===== config.mk =====
export PLATFORM = sky130hd
export DESIGN_NAME = seq_hit_counter
export DESIGN_NICKNAME = d
export VERILOG_FILES = /design/src/rtl/seq_hit_counter.sv
export SDC_FILE = /design/constraint.sdc
export NUM_CORES = 1
export LEC_CHECK = 0
export CAP_MARGIN = 20
export CORE_ASPECT_RATIO = 0.9
export CORE_UTILIZATION = 52
export CTS_BUF_LIST = sky130_fd_sc_hd__clkbuf_2
export DETAILED_ROUTE_END_ITERATION = 10
export PLACE_DENSITY = 0.86
export SLEW_MARGIN = 10
export SYNTH_ARGS = -nofsm -noshare
export SYNTH_HDL_FRONTEND = slang
export SYNTH_SLANG_ARGS = --single-unit

===== constraint.sdc =====
create_clock -name clk -period 2.43 [get_ports clk]
set_input_delay 0.486 -clock clk [delete_from_list [all_inputs] [get_ports clk]]
set_output_delay 0.486 -clock clk [all_outputs]
set_load 0.03 [all_outputs]

===== src/rtl/seq_hit_counter.sv =====
// rtl/seq_hit_counter.sv - windowed rising-edge hit counter for the 110 sequence detector
//
// Counts rising edges of the detector flag over programmable windows of
// clock cycles. Each window total goes into a single-entry valid/ready
// result register. Windows run back-to-back while enable stays high.
//
// Optional feature macro: HIT_SATURATE_EN
//   defined   - accumulator and closing sum saturate at 2^CNT_W-1
//   undefined - accumulator and closing sum wrap modulo 2^CNT_W
//
// Ports:
//   clk       - clock, all state changes on its rising edge
//   reset     - synchronous active-low reset
//   det       - detector flag (sequence detector out)
//   enable    - run measurement windows while high
//   win_len   - window length in cycles, 0 treated as 1, sampled per window
//   cnt_out   - hit count of the last completed window
//   cnt_valid - cnt_out holds an unconsumed result
//   cnt_ready - consumer accepts the result when high with cnt_valid
//   overrun   - sticky, an unconsumed result was overwritten
//   ovr_clr   - clears overrun (a simultaneous set wins)

module seq_hit_counter #(
  parameter int CNT_W = 8,
  parameter int WIN_W = 16
) (
  input  logic             clk,
  input  logic             reset,
  input  logic             det,
  input  logic             enable,
  input  logic [WIN_W-1:0] win_len,
  output logic [CNT_W-1:0] cnt_out,
  output logic             cnt_valid,
  input  logic             cnt_ready,
  output logic             overrun,
  input  logic             ovr_clr
);

  typedef enum logic {
    IDLE = 1'b0,
    RUN  = 1'b1
  } state_t;

  state_t           state;
  logic             det_q;
  logic [CNT_W-1:0] acc;
  logic [WIN_W-1:0] wc;
  logic [WIN_W-1:0] len;

  logic             hit;
  logic [WIN_W-1:0] win_len_eff;
  logic             closing;
  logic             accept;
  logic             ovr_set;
  logic [CNT_W-1:0] sum;

  always_comb begin
    hit         = det & ~det_q;
    win_len_eff = (win_len == '0) ? WIN_W'(1) : win_len;
    closing     = (state == RUN) && enable && (wc == len - WIN_W'(1));
    accept      = cnt_valid & cnt_ready;
    ovr_set     = closing & cnt_valid & ~cnt_ready;
`ifdef HIT_SATURATE_EN
    // Once the accumulator is all ones a further hit leaves it pinned there.
    sum = (&acc) ? acc : acc + CNT_W'(hit);
`else
    sum = acc + CNT_W'(hit);
`endif
  end

  always_ff @(posedge clk) begin
    if (!reset) begin
      state     <= IDLE;
      det_q     <= 1'b0;
      acc       <= '0;
      wc        <= '0;
      len       <= WIN_W'(1);
      cnt_out   <= '0;
      cnt_valid <= 1'b0;
      overrun   <= 1'b0;
    end else begin
      // Edge history runs in every state so a level spanning IDLE->RUN is one hit at most.
      det_q <= det;

      case (state)
        IDLE: begin
          acc <= '0;
          wc  <= '0;
          if (enable) begin
            state <= RUN;
            len   <= win_len_eff;
          end
        end
        RUN: begin
          if (!enable) begin
            // Partial window is dropped; the result register is left alone.
            state <= IDLE;
            acc   <= '0;
            wc    <= '0;
          end else if (closing) begin
            acc <= '0;
            wc  <= '0;
            len <= win_len_eff;
          end else begin
            acc <= sum;
            wc  <= wc + WIN_W'(1);
          end
        end
        default: state <= IDLE;
      endcase

      // A closing cycle loads the new result even when the old one is being
      // accepted in the same cycle, so valid stays high without a gap.
      if (closing) begin
        cnt_out   <= sum;
        cnt_valid <= 1'b1;
      end else if (accept) begin
        cnt_valid <= 1'b0;
      end

      if (ovr_set) begin
        overrun <= 1'b1;
      end else if (ovr_clr) begin
        overrun <= 1'b0;
      end
    end
  end

endmodule


==> results of run 1 <==
[worst max-delay path, stage by stage (launching register included)]
cell and delay (ns):
dfxtp_2 0.41, inv_2 0.07, ha_4 0.14, or4b_4 0.49, nor4_1 0.31, o21ai_1 0.18
a31o_1 0.27, o32ai_4 0.26, buf_6 0.15, mux2_1 0.32
[cell type report]
type	count	area, sq um
fillers	352	1500
clock buffers	5	25.0
multi-input cells	230	1600
flip-flops and latches	52	1040
repair buffers	62	594
well taps	65	81.3
clock inverters	3	23.8
inverters	7	26.3
[routing by layer]
metal / wire length, um / track usage [%]
met5: 0 / 0
met4: 132 / 6.71
met3: 360 / 3.53
met2: 3030 / 38.2
met1: 2980 / 32.9
[what timing repair did]
item | in CTS | in global routing
hold buffers | 0 | 0
cloned | 1 | 3
pin swaps | 2 | 2
buffers inserted | 2 | 2
endpoints found under the hold margin | 0 | 0
endpoints found under the setup margin | 43 | 50
gates resized for setup | 2 | 15
[through the flow]
step / utilization (%) / cell area, sq um / cells
finish: 69.3 / 3390 / 424
global route: 69.3 / 3390 / 424
CTS: 68.6 / 3360 / 421
detailed placement: 66.6 / 3260 / 410
global placement: 66.6 / 3260 / 410
floorplan: - / 2720 / 303
[worst paths after layout]
check | startpoint | cells past startpoint | slack, ns | to
max | len[1] | 9 | -0.23 | len[0]
min | cnt_out[1] | 2 | 0.49 | cnt_out[1]
max reg2reg | len[1] | 9 | -0.23 | len[0]
min reg2reg | cnt_out[1] | 2 | 0.49 | cnt_out[1]
[power groups by stage]
stage | clock network (mW) | logic, mW | registers, mW
finish | 0.374 | 0.389 | 0.903
global route | 0.414 | 0.418 | 0.907
CTS | 0.373 | 0.358 | 0.902
detailed placement | 0 | 0.340 | 0.917
global placement | 0 | 0.330 | 0.916
floorplan | 0 | 0.199 | 0.924
[flip-flops by register name, indices dropped and copies added (netlist names)]
signal     count
det_q          1
cnt_out        8
len           16
cnt_valid      1
state          1
overrun        1
wc            16
acc            8
[Yosys cell counts, types with 2 or more instances]
| cell | count | area [sq um] |
|---|---|---|
| nor3_1 | 3 | 15.0 |
| mux2i_1 | 19 | 190 |
| nor3b_1 | 3 | 22.5 |
| xnor2_1 | 20 | 175 |
| inv_1 | 7 | 26.3 |
| a21oi_1 | 2 | 10.0 |
| clkbuf_1 | 8 | 30.0 |
| nand3b_1 | 2 | 15.0 |
| nand3_1 | 9 | 45.0 |
| a211o_1 | 2 | 17.5 |
| o211a_1 | 7 | 70.1 |
| buf_2 | 4 | 20.0 |
| and2_1 | 5 | 31.3 |
| a31oi_1 | 2 | 12.5 |
| nor2_1 | 33 | 124 |
| nand4_1 | 11 | 68.8 |
| nand2_1 | 46 | 173 |
| xor2_1 | 22 | 193 |
| ha_1 | 4 | 50.1 |
| o21ai_0 | 4 | 20.0 |
| nor2b_1 | 3 | 18.8 |
| dfxtp_1 | 52 | 1040 |
| nor4_1 | 5 | 31.3 |
| and3_1 | 5 | 31.3 |
[cells by family (layout without fill, tap and decap cells)]
group           Yosys count  in the layout  synth area share [%]
simple gates            135            136                  25.3
flops                    52             52                  39.0
xor+xnor                 42             42                  13.8
compound gates           28             28                  8.91
buf+inv                  22             77                  3.61
mux                      20             20                  7.55
fa+ha+maj                 4              4                  1.88
==> summary.txt, run 1 <==
CTS
  • Clk_lat worst skew: 0.48 ns
  • Root buf cell: clkbuf_2
  • CTS Buffer Depth: 2
  • H-Tree Depth: 2
  • CTS Buf Count: 5
  • CTS Sinks: 52
  • Clk pin slew, worst setup/hold paths: 0.28 ns
  • CTS tree: built

Routing
  • Vias: 2397
  • Initial DRC Count: 154
  • Number of vias per cell: 5.65
  • Detailed Routing Iterations Pass 1: 5
  • Routed WL: 6500 um
  • DRC Markers: 0
  • DR WL/cell: 15.3 um
  • DRT antenna net count: 0

Power and ir drop
  • Sequential Power Share: 54.2%
  • Net Sw Frac: 30.7%
  • Power Internal: 1.15 mW
  • NetSw: 511 uW
  • Pwr Total: 1.67 mW
  • PD cells: 491 nW/um^2
  • Clock Power Share: 22.4%
  • Max VDD drop: 343 uV
  • Comb power frac: 23.4%
  • Leakage power: 1.39 nW

STA
  • Hold slack final: 0.489 ns
  • Worst-Margin Slew: 0.474 ns
  • Fin crit share: 110%
  • TNS Setup: -6.76 ns
  • Fmax: 0.375 GHz
  • Final Hold Vio Count: 0
  • Final setup fails: 50
  • Slew headroom: 68.3%
  • Final Max Slew Viols: 0
  • Min cycle time layout: 2.66 ns
  • Clk_skew: 0.0291 ns
  • Post-route setup slack: -0.235 ns
  • RSZ-0062 raised after global routing: true

Die
  • Core area: 4890 sq um
  • I/O pin cnt: 32
  • Initial Utilization: 54.5%
  • Die height: 70.0 um
  • Die width: 77.5 um
  • Row count: 24
  • Die area: 5420 sq um

Yosys
  • Syn Inst Count: 303
  • Avg Cell Area, Syn: 8.81 sq um
  • FFs w/ async S/R, synth: 0%
  • Yosys reg bits: 52
  • Synthesized area: 2670 sq um
  • Post-synth EDFFs: 0
  • Most common flop cell mapped by yosys: dfxtp_1
  • Syn. warnings: 0
  • Post-Syn Nets: 329
  • Sequential element share of the synthesized area: 39.0%
  • Synth cell types: 49

Critical path
  • Worst Path Max Fanout: 4
  • Crit. End Element: register
  • Crit path arrival time: 3.07 ns
  • Crit Path Class: reg -> reg
  • Worst Setup Start Kind: register
  • WP data required: 2.83 ns

Placement
  • Placer congestion estimate: 0.830
  • Port buffer count: 31
  • DP Wirelength: 4540 um
  • Pre-CTS WS: -0.0829 ns

Run status
  • Violated checks: negative setup slack
  • Outcome: complete, but fails checks

Global routing
  • GRT overflow: 0
  • Largest net degree at the start of global routing: 33
  • First-pass GRT wire length: 10200 um
  • Initial antenna violation count: 0
  • GRT Overall Usage: 23.8%
  • Vias in the first global route: 2229

Layout
  • Most common cell after layout, fill and taps aside: dfxtp_1
  • Most frequent cells in the layout: 50 x dfxtp_1, 46 x nand2_1, 33 x nor2_1, 31 x clkdlybuf4s50_1
  • Ant diodes: 0
  • Area grow syn2layout: 27.1%
  • Nets: 384
  • Share of layout cells above drive strength 1: 15.9%

Job
  • Maxcap violations: 0

Hold path
  • Type of the worst min-delay path: reg -> reg
(Power assumes the default switching activity.)
==> run 2: changes to the inputs <==
--- a/config.mk
+++ b/config.mk
@@ -11,7 +11,6 @@
 export CTS_BUF_LIST = sky130_fd_sc_hd__clkbuf_2
 export DETAILED_ROUTE_END_ITERATION = 10
 export PLACE_DENSITY = 0.86
-export SLEW_MARGIN = 10
 export SYNTH_ARGS = -nofsm -noshare
 export SYNTH_HDL_FRONTEND = slang
 export SYNTH_SLANG_ARGS = --single-unit
==> results of run 2 <==
No change in the layout: final DEF, timing and power equal those of run 1.
==> run 3: changes to the inputs <==
--- a/config.mk
+++ b/config.mk
@@ -10,6 +10,7 @@
 export CORE_UTILIZATION = 52
 export CTS_BUF_LIST = sky130_fd_sc_hd__clkbuf_2
 export DETAILED_ROUTE_END_ITERATION = 10
+export GPL_ROUTABILITY_DRIVEN = 0
 export PLACE_DENSITY = 0.86
 export SYNTH_ARGS = -nofsm -noshare
 export SYNTH_HDL_FRONTEND = slang
==> results of run 3 <==
No change in the layout: final DEF, timing and power equal those of run 1.
